`src/rtl/mem_port_arbiter.sv`:
```
// mem_port_arbiter: shares one single-port synchronous SRAM (1-cycle read
// latency, active-low CS/WE) between an instruction-fetch port and a data
// load/store port. A three-state response FSM tracks which access was issued
// last cycle so the matching ACK lines up with the SRAM read data.
//
// Optional build macro:
//   ARB_DPRIO_EN  - fixed priority, D wins every tie (default: round-robin).
//
// Memory-side and read-data outputs are combinational (suffix _c) because the
// SRAM must see the access in the grant cycle and its data is returned as-is.
module mem_port_arbiter #(
  parameter int unsigned AWIDTH = 14,
  parameter int unsigned DWIDTH = 32
) (
  input  logic                  clk,
  input  logic                  rst_n,
  // instruction-fetch port
  input  logic                  i_req_i,
  input  logic [AWIDTH-1:0]     i_addr_i,
  output logic                  i_ack_o,
  output logic [DWIDTH-1:0]     i_rdata_c_o,
  // data load/store port
  input  logic                  d_req_i,
  input  logic                  d_we_i,
  input  logic [DWIDTH/8-1:0]   d_be_i,
  input  logic [AWIDTH-1:0]     d_addr_i,
  input  logic [DWIDTH-1:0]     d_wdata_i,
  output logic                  d_ack_o,
  output logic [DWIDTH-1:0]     d_rdata_c_o,
  // SRAM port
  output logic                  mem_csn_c_o,
  output logic                  mem_wen_c_o,
  output logic [DWIDTH/8-1:0]   mem_be_c_o,
  output logic [AWIDTH-3:0]     mem_addr_c_o,
  output logic [DWIDTH-1:0]     mem_di_c_o,
  input  logic [DWIDTH-1:0]     mem_dout_i,
  // performance
  output logic [31:0]           stall_cnt_o
);

  localparam int unsigned BE_W  = DWIDTH / 8;
  localparam int unsigned WA_W  = AWIDTH - 2;
  localparam int unsigned CNT_W = 32;

  // LAST encoding: which port received the most recent grant
  localparam logic LAST_I = 1'b0;
  localparam logic LAST_D = 1'b1;

  typedef enum logic [1:0] {
    IDLE   = 2'd0,
    RESP_I = 2'd1,
    RESP_D = 2'd2
  } state_e;

  state_e             state_q, state_d;
  logic               last_q, last_d;
  logic               i_ack_q, i_ack_d;
  logic               d_ack_q, d_ack_d;
  logic [CNT_W-1:0]   stall_q, stall_d;

  logic               i_elig, d_elig;
  logic               gnt_i, gnt_d;

  logic               mem_csn;
  logic               mem_wen;
  logic [BE_W-1:0]    mem_be;
  logic [WA_W-1:0]    mem_addr;
  logic [DWIDTH-1:0]  mem_di;

  // Byte-offset address bits are ignored by a word-wide SRAM.
  logic               unused_addr_lsbs;
  assign unused_addr_lsbs = ^{i_addr_i[1:0], d_addr_i[1:0]};

  // State, tie-break history, ACK pulses and stall counter.
  always_ff @(posedge clk or negedge rst_n) begin
    if (!rst_n) begin
      state_q <= IDLE;
      last_q  <= LAST_D;
      i_ack_q <= 1'b0;
      d_ack_q <= 1'b0;
      stall_q <= '0;
    end else begin
      state_q <= state_d;
      last_q  <= last_d;
      i_ack_q <= i_ack_d;
      d_ack_q <= d_ack_d;
      stall_q <= stall_d;
    end
  end

  // Eligibility, grant, next state, SRAM drive and stall accounting.
  always_comb begin
    state_d  = IDLE;
    last_d   = last_q;
    gnt_i    = 1'b0;
    gnt_d    = 1'b0;
    mem_csn  = 1'b1;
    mem_wen  = 1'b1;
    mem_be   = '0;
    mem_addr = '0;
    mem_di   = '0;
    stall_d  = stall_q;

    // A port still in its ACK cycle may hold REQ high; do not re-issue it.
    // rst_n gating keeps the SRAM idle while reset is held.
    i_elig = rst_n & i_req_i & (state_q != RESP_I);
    d_elig = rst_n & d_req_i & (state_q != RESP_D);

    if (i_elig && d_elig) begin
`ifdef ARB_DPRIO_EN
      gnt_d = 1'b1;
`else
      if (last_q == LAST_D) begin
        gnt_i = 1'b1;
      end else begin
        gnt_d = 1'b1;
      end
`endif
    end else begin
      gnt_i = i_elig;
      gnt_d = d_elig;
    end

    if (gnt_i) begin
      state_d  = RESP_I;
      last_d   = LAST_I;
      mem_csn  = 1'b0;
      mem_wen  = 1'b1;
      mem_be   = '0;
      mem_addr = i_addr_i[AWIDTH-1:2];
    end else if (gnt_d) begin
      state_d  = RESP_D;
      last_d   = LAST_D;
      mem_csn  = 1'b0;
      mem_wen  = ~d_we_i;
      mem_be   = d_we_i ? d_be_i : '0;
      mem_addr = d_addr_i[AWIDTH-1:2];
      mem_di   = d_wdata_i;
    end

    // A fetch is waiting when it is neither issued nor being acknowledged.
    if (i_req_i && !gnt_i && (state_q != RESP_I) && (stall_q != {CNT_W{1'b1}})) begin
      stall_d = stall_q + CNT_W'(1);
    end
  end

  // ACK pulses follow the grant by exactly one cycle.
  always_comb begin
    i_ack_d = (state_d == RESP_I);
    d_ack_d = (state_d == RESP_D);
  end

  assign i_ack_o      = i_ack_q;
  assign d_ack_o      = d_ack_q;
  assign i_rdata_c_o  = mem_dout_i;
  assign d_rdata_c_o  = mem_dout_i;
  assign mem_csn_c_o  = mem_csn;
  assign mem_wen_c_o  = mem_wen;
  assign mem_be_c_o   = mem_be;
  assign mem_addr_c_o = mem_addr;
  assign mem_di_c_o   = mem_di;
  assign stall_cnt_o  = stall_q;

endmodule
```
`config.mk`:
```
export PLATFORM = sky130hd
export DESIGN_NAME = mem_port_arbiter
export DESIGN_NICKNAME = d
export VERILOG_FILES = /design/src/rtl/mem_port_arbiter.sv
export SDC_FILE = /design/constraint.sdc
export NUM_CORES = 1
export LEC_CHECK = 0
export ABC_AREA = 1
export BUFFER_PORTS_ARGS = -buffer_cell sky130_fd_sc_hd__buf_2
export CAP_MARGIN = 25
export CORE_ASPECT_RATIO = 0.75
export CORE_MARGIN = 1.5
export CORE_UTILIZATION = 40
export CTS_CLUSTER_SIZE = 28
export DETAILED_ROUTE_END_ITERATION = 7
export MAX_ROUTING_LAYER = met4
export PLACE_DENSITY = 0.77
export SLEW_MARGIN = 20
export SYNTH_ARGS = -nofsm -noshare
export SYNTH_HDL_FRONTEND = slang
export SYNTH_SLANG_ARGS = --single-unit
```
`constraint.sdc`:
```
create_clock -name clk -period 2.56 [get_ports clk]
set_clock_uncertainty 0.2 [all_clocks]
set_input_delay 0 -clock clk [delete_from_list [all_inputs] [get_ports clk]]
set_output_delay 0 -clock clk [all_outputs]
set_load 0.02 [all_outputs]
```
==> results of run 1 <==
## power by group
| part | switching, mW | internal (mW) |
|---|---|---|
| clock network | 0.234 | 0.294 |
| logic | 0.399 | 0.205 |
| registers | 0.0436 | 0.608 |
| total | 0.676 | 1.11 |
## through the flow
step	util [%]	setup slack (ps)
floorplan	-	705
global placement	46.0	322
detailed placement	46.0	275
CTS	52.1	102
global route	52.1	79.5
finish	52.1	232
## worst register-to-register path: cells and delay by family, from the launching register on
family,cells,cell delay (ps)
fa+ha+maj,1,230
compound gates,1,560
simple gates,5,420
flops,1,410
buf+inv,2,440
## per-layer routing
layer | part of all wire (%) | vias up | global-route usage (%)
li1 | - | 1798 | -
met1 | 44 | 1639 | 31.0
met2 | 46 | 146 | 35.0
met3 | 8.4 | 11 | 4.52
met4 | 1.2 | 0 | 5.66
met5 | 0 | - | -
## timing repair
| action | 4_1_cts | 5_1_grt |
|---|---|---|
| hold buffers | 37 | 0 |
| hold endpoints to repair | 101 | 0 |
| gates resized for setup | 0 | 1 |
| endpoints found under the setup margin | 0 | 13 |
## layout make-up
class | instances | share of cell area [%]
clock buffer | 5 | 1.65
clock inverter | 3 | 1.11
inverter | 70 | 6.32
multi-input combinational | 359 | 38.3
sequential | 36 | 21.7
tap | 105 | 3.16
timing repair buffer | 191 | 27.8
## kinds of logic (layout without fill, tap and decap cells)
group,after synthesis,in the layout,synth area share [%]
compound gates,20,20,4.54
simple gates,326,326,39.6
fa+ha+maj,1,1,0.375
buf+inv,146,269,25.2
xor+xnor,12,12,3.15
flops,36,36,27.1
## registers in the layout, indices dropped and copies added (netlist names)
name	flops
state_q	1
last_q	1
i_ack_o	1
stall_cnt_o	32
d_ack_o	1
## worst paths after layout
| path | from | slack, ps | endpoint |
|---|---|---|---|
| worst min-delay path | d_wdata_i[0] | 110 | mem_di_c_o[0] |
| min in group asynchronous | rst_n | 170 | stall_cnt_o[14] |
| worst min register to register | stall_cnt_o[1] | 330 | stall_cnt_o[1] |
| max in group asynchronous | rst_n | 1560 | i_ack_o |
| worst max-delay path | stall_cnt_o[1] | 230 | stall_cnt_o[3] |
| worst max register to register | stall_cnt_o[1] | 230 | stall_cnt_o[3] |
## cells in the final DEF, fill, tap and decap left out, drive strengths merged
| cell type | n |
|---|---|
| clkbuf | 5 |
| a21oi | 3 |
| nand2 | 213 |
| nand3 | 22 |
| dlygate4sd3 | 37 |
| nand4 | 1 |
| dfrtp | 35 |
| nor2 | 90 |
| clkinvlp | 1 |
| bufinv | 1 |
| dfstp | 1 |
| xnor2 | 8 |
| buf | 154 |
| o21ai | 4 |
| a21boi | 1 |
| xor2 | 4 |
| a22o | 12 |
| inv | 71 |
| ha | 1 |
==> impl_metrics.toml, run 1 <==
[synthesis]
synthTopCellsByCount = "nand2_1 (208), nor2_1 (82), inv_1 (70)"
synthCells = 541
synth-main-ff-cell = "dfrtp_1"
synth.area.top_cells = "dfrtp_1 (26%), nand2_1 (23%), buf_4 (14%), nor2_1 (9.2%), inv_1 (7.9%)"
syn_avg_cell_area_um2 = 6.16
synth_top_area_share_pct = 26.3
synth-seq-cells = 36
syn-num-nets = 643
yosysTopAreaCell = "dfrtp_1"
synth_cell_types = 23
synth-edff-count = 0
yosysWarnings = 0
synth.most_common_cell = "nand2_1"
netlist_area_um2 = 3330
ys_seq_area_share_pct = 27.1
synthArstFlopShare_pct = 100

[worst_setup_path]
crit_buf_inv = 2
worstPathArrival_ps = 2370
crit_family = "compound AO/OA/AOI/OAI gates"
cp_slowest_cell = "a21oi_2"
critical_path.cell_chain = "ha_1 > inv_1 > nor2_4 > nand2_2 > nor2_4 > a21oi_2 > buf_4 > nand2_1 > nand2_1"
path_depth = 9
worst-setup-path-type = "flop to flop"
slowest_delay_ps = 560
cp_max_fo = 16
critPathRequiredTime_ps = 2600
worst_r2r_path_depth = 9
end_kind = "flop"
start_kind = "flop"

[detailed_routing]
viasPerCell = 4.67
drt-initial-drc-count = 194
dr.pass1.iters = 5
routed_wl_um = 10500
ant_nets = 0
vias = 3594
wire_per_inst_um = 13.7
drc = 0

[placed_design]
gp_congestion = 0.920
dp_cells = 724
dpl_cell_area_um2 = 3670
dp_hpwl_um = 8190
port_buffers = 148

[layout]
area_growth_pct = 24.8
diodes = 0
multiInputGateArea_um2 = 1590
final.fill_count = 805
fin_cells = 769
final_cell_area_um2 = 4160
fin_nets = 765
drive_above_1_share_pct = 27.0
seq_area_um2 = 902

[grt]
grt_remaining_overflow = 0
grt_usage_pct = 22.9
antenna_found_initial = 0
grt_pass1_wl_um = 15200
grt_pass1_vias = 3066
grt_max_degree = 36

[floorplanning]
rows = 28
die_y_um = 82.1
die_width_um = 108
dieArea_um2 = 8900
ios = 249
initial_core_util_pct = 41.7
coreArea_um2 = 7990

[sta]
fin_crit_ps = 2330
hold_slack_ps = 112
fin_crit_sh_pct = 90.9
setup_viol = 0
worstMarginPinSlew_ps = 723
fmax_mhz = 430
tns_ps = 0
report.final.slew_viol_count = 0
slew_headroom_pct = 51.8
rsz0062_at_grt = "false"
finalHoldViolations = 0

[clock_network]
cts_sinks = 36
ctsRootBufferMaster = "clkbuf_8"
cts_max_path_buffers = 2
clk_pin_slew_worst_paths_ps = 80
cts_setup_buffers = 0
cts_buffers = 5
insertion_delay_ps = 300
cts_tree = "built"
h-tree-depth = 2

[pwr]
power.density_nw_per_um2 = 428
vdd_ir_drop_max_mv = 0.421
leakage_nw = 2.40
finalPower_mw = 1.78

[run_status]
outcome = "complete, no violations"

[min_path]
hold_path_class = "input pin to output port"
worstHoldPathCells = 4

[run]
max_cap_viol_count = 0
Note: power is estimated with default switching activity, not from simulation.
==> run 2, diff against run 1 <==
clock period = 2.2 ns   (was 2.56 ns; I/O delays follow)
==> impl_metrics.toml, run 2 (synthesis gave the netlist of run 1 again) <==
[run_status]
outcome = "complete, no violations"

[layout]
drive_above_1_share_pct = 26.8
area_growth_pct = 25.0
diodes = 0
final_common_cell = "nand2_1"
final_cell_mix = "nand2_1 (208), buf_2 (148), nor2_1 (82)"
post-route-util_pct = 52.2
fin_cells = 770
final.fill_count = 805
largest_reg_flops = 32
fin_nets = 766

[pwr]
internal-power_mw = 1.28
comb_power_share_pct = 33.6
p_clk_share_pct = 28.7
pwr-share-seq_pct = 37.7
leakage_nw = 2.40
vdd_ir_drop_max_mv = 0.471
power.density_nw_per_um2 = 488
switching_share_pct = 37.1
finalPower_mw = 2.03
power_switching_uw = 753

[grt]
grt_pass1_wl_um = 15400
grt_usage_pct = 23.2
grt_max_degree = 36
grt_pass1_vias = 3135
antenna_found_initial = 0
grt_remaining_overflow = 0

[clock_network]
cts_tree = "built"
cts_setup_buffers = 0
cts_sinks = 36
insertion_delay_ps = 290
cts_buffers = 5
clk_pin_slew_worst_paths_ps = 70
cts_max_path_buffers = 2
h-tree-depth = 2
ctsRootBufferMaster = "clkbuf_8"

[detailed_routing]
wire_per_inst_um = 13.7
vias = 3615
viasPerCell = 4.69
routed_wl_um = 10600
drc = 0
drt-initial-drc-count = 229
dr.pass1.iters = 5
ant_nets = 0

[sta]
finalHoldViolations = 0
rsz0062_at_grt = "false"
tns_ps = 0
fin_crit_ps = 2030
worstMarginPinSlew_ps = 491
report.final.slew_viol_count = 0
slew_headroom_pct = 67.1
fin_crit_sh_pct = 92.1
setup_viol = 0
fmax_mhz = 493

[placed_design]
dp_cells = 725
port_buffers = 148
gp_congestion = 0.918
dp_hpwl_um = 8130

[worst_setup_path]
end_kind = "output port"
slowest_delay_ps = 390
crit_buf_inv = 3
worstPathArrival_ps = 1830
worst-setup-path-type = "flop to output port"
worst_r2r_path_depth = 10
critPathRequiredTime_ps = 2000
cp_slowest_cell = "dfrtp_1"
start_kind = "flop"
crit_family = "compound AO/OA/AOI/OAI gates"
cp_max_fo = 14
worstReg2RegEnd = "stall_cnt_o[18]"
regToRegSetupSlack_ps = 200
critical_path.cell_chain = "inv_1 > a21boi_0 > nand2_1 > nand2_1 > inv_1 > a22o_1 > buf_2"
worst_r2r_startpoint = "stall_cnt_o[0]"

[floorplanning]
die_y_um = 82.1
die_width_um = 108
initial_core_util_pct = 41.7
ios = 249
coreArea_um2 = 7990
rows = 28
dieArea_um2 = 8900

[run]
max_cap_viol_count = 0

[min_path]
hold_path_class = "input pin to output port"
worstHoldPathCells = 4
holdPathEnd = "mem_di_c_o[5]"
hp-start = "d_wdata_i[5]"
-- run 2: cell type report --
cell class	count	area, um2	share of cell area, %
Sequential cell	36	902	21.7
Inverter	70	263	6.31
Timing Repair Buffer	192	1160	27.9
Multi-Input combinational cell	359	1600	38.4
Clock inverter	2	35.0	0.841
Tap cell	105	131	3.15
Clock buffer	6	72.6	1.74
-- run 2: how the worst max path moves through the flow --
stage / from / to / slack [ps] / depth (start not counted)
floorplan: stall_cnt_o[0] / stall_cnt_o[18] / 340 / 10
global placement: stall_cnt_o[0] / stall_cnt_o[19] / 260 / 9
detailed placement: stall_cnt_o[0] / stall_cnt_o[19] / 180 / 9
CTS: stall_cnt_o[0] / stall_cnt_o[19] / 150 / 9
global route: d_ack_o / mem_addr_c_o[9] / 20 / 7
finish: d_ack_o / mem_addr_c_o[3] / 170 / 7
-- run 2: metrics by stage --
step | cell area [um2] | hold WS, ps | setup WS [ps]
finish | 4170 | 112 | 173
global route | 4170 | 133 | 23.1
global placement | 3680 | -374 | 257
floorplan | 3330 | -496 | 345
detailed placement | 3680 | -375 | 180
CTS | 4160 | 113 | 152
-- run 2: layer usage --
layer	global-route usage (%)	share of wire, %
met1	31.7	45
met2	36.7	48
met3	3.57	6.7
met4	4.21	0.42
met5	-	0
-- run 2: repair_timing --
action                                  CTS  global route
endpoints found under the hold margin   101             0
hold buffers                             37             0
endpoints found under the setup margin    0            15
gates resized for setup                   0             1
-- run 2: worst min-delay path, stage by stage --
cell and delay (ps):
buf_2 100, inv_1 40, nor2_1 30, buf_2 140
-- run 2: power by group through the flow --
| stage | Clock, mW | Combinational, mW | Sequential (mW) |
|---|---|---|---|
| after floorplan | 0 | 0.464 | 0.813 |
| after global placement | 0 | 0.516 | 0.773 |
| after detailed placement | 0 | 0.526 | 0.778 |
| after CTS | 0.593 | 0.681 | 0.765 |
| after global routing | 0.630 | 0.744 | 0.774 |
| final | 0.582 | 0.683 | 0.766 |
==> run 3, diff against run 2 <==
CTS_CLUSTER_SIZE = not set   (was 28)
MAX_ROUTING_LAYER = not set   (was met4)
SKIP_CTS_REPAIR_TIMING = 1   (was not set)
==> impl_metrics.toml, run 3 (synthesis gave the netlist of run 1 again) <==
[run_status]
outcome = "complete, no violations"

[grt]
grt_pass1_vias = 2934
grt_remaining_overflow = 0
grt_pass1_wl_um = 14800
antenna_found_initial = 2
grt_usage_pct = 22.0
grt_max_degree = 36

[clock_network]
cts_tree = "built"
insertion_delay_ps = 300
cts_max_path_buffers = 2
clk_pin_slew_worst_paths_ps = 70
ctsRootBufferMaster = "clkbuf_8"
cts_sinks = 36
cts_buffers = 5
h-tree-depth = 2

[placed_design]
gp_congestion = 0.912
dp_cells = 735
dpl_cell_area_um2 = 3770
dp_hpwl_um = 8280
port_buffers = 148

[layout]
fin_cells = 783
final_cell_area_um2 = 4280
fin_nets = 777
drive_above_1_share_pct = 28.1
final_cell_mix = "nand2_1 (208), buf_2 (148), nor2_1 (82)"
final.fill_count = 779
area_growth_pct = 28.5
final_common_cell = "nand2_1"
largest_reg_flops = 32

[detailed_routing]
drc = 0
viasPerCell = 4.69
wire_per_inst_um = 13.6
vias = 3669
drt-initial-drc-count = 254
dr.pass1.iters = 5
ant_nets = 0
routed_wl_um = 10700

[sta]
tns_ps = 0
fmax_mhz = 489
setup_viol = 0
report.final.slew_viol_count = 0
fin_crit_ps = 2050
finalHoldViolations = 0
slew_headroom_pct = 66.6
worstMarginPinSlew_ps = 499
fin_crit_sh_pct = 93.0

[pwr]
vdd_ir_drop_max_mv = 0.525
finalPower_mw = 2.05
power.density_nw_per_um2 = 480
leakage_nw = 2.46

[worst_setup_path]
cp_max_fo = 30
critPathRequiredTime_ps = 2230
start_kind = "flop"
worst_r2r_path_depth = 10
end_kind = "flop"
regToRegSetupSlack_ps = 150
worstPathArrival_ps = 2080
worst-setup-path-type = "flop to flop"

[run]
max_cap_viol_count = 0

[floorplanning]
die_y_um = 82.1
coreArea_um2 = 7990
rows = 28
initial_core_util_pct = 41.7
die_width_um = 108
ios = 249
dieArea_um2 = 8900

[min_path]
hold_path_class = "input pin to flop"
worstHoldPathCells = 6
==> run 3: worst paths after layout <==
| path | start | to |
|---|---|---|
| worst max-delay path | stall_cnt_o[1] | stall_cnt_o[26] |
| worst min-delay path | d_req_i | i_ack_o |
| worst max register to register | stall_cnt_o[1] | stall_cnt_o[26] |
| worst min register to register | stall_cnt_o[1] | stall_cnt_o[1] |
| max in group asynchronous | rst_n | i_ack_o |
| min in group asynchronous | rst_n | stall_cnt_o[18] |
==> run 3: per-layer routing <==
layer  global-route usage (%)  share of wire [%]  vias to the layer above  wire length, um
li1                         -                  -                     1817                -
met1                     30.2                 43                     1667             4640
met2                     32.3                 46                      172             4960
met3                     6.43                8.7                       13              929
met4                     8.55                1.5                        0              156
met5                        0                  0                        -                0
==> run 3: worst max-delay path: stages (launching register included) <==
cell and delay, ps:
dfrtp_1 410, ha_1 230, inv_1 90, nor2_4 140, buf_4 130, nand3_2 100, nor2_4 120, nand2_2 90
nand2_4 270, nand2_1 90, nand2_1 80
==> run 3: metrics by stage <==
| step | util, % | worst slack [ps] | hold slack (ps) |
|---|---|---|---|
| after detailed placement | 47.2 | 89.3 | -393 |
| after CTS | 48.5 | 69.0 | -703 |
| after global routing | 53.6 | -6.72 | 128 |
| final | 53.6 | 154 | 60.7 |
| after floorplan | - | 345 | -496 |
| after global placement | 47.2 | 160 | -396 |
==> run 3: final cells by class <==
class                   count  area, um2  area share (%)
clock buffers               6       72.6            1.69
diodes                      2       5.00           0.117
well taps                 105        131            3.07
flip-flops and latches     36        902            21.1
repair buffers            203       1270            29.7
clock inverters             2       35.0           0.818
inverters                  70        267            6.22
multi-input cells         359       1600            37.3
==> run 3: report_power, final <==
group	switching (mW)	internal (mW)
sequential	0.0508	0.707
combinational	0.457	0.248
clock	0.255	0.337
total	0.762	1.29
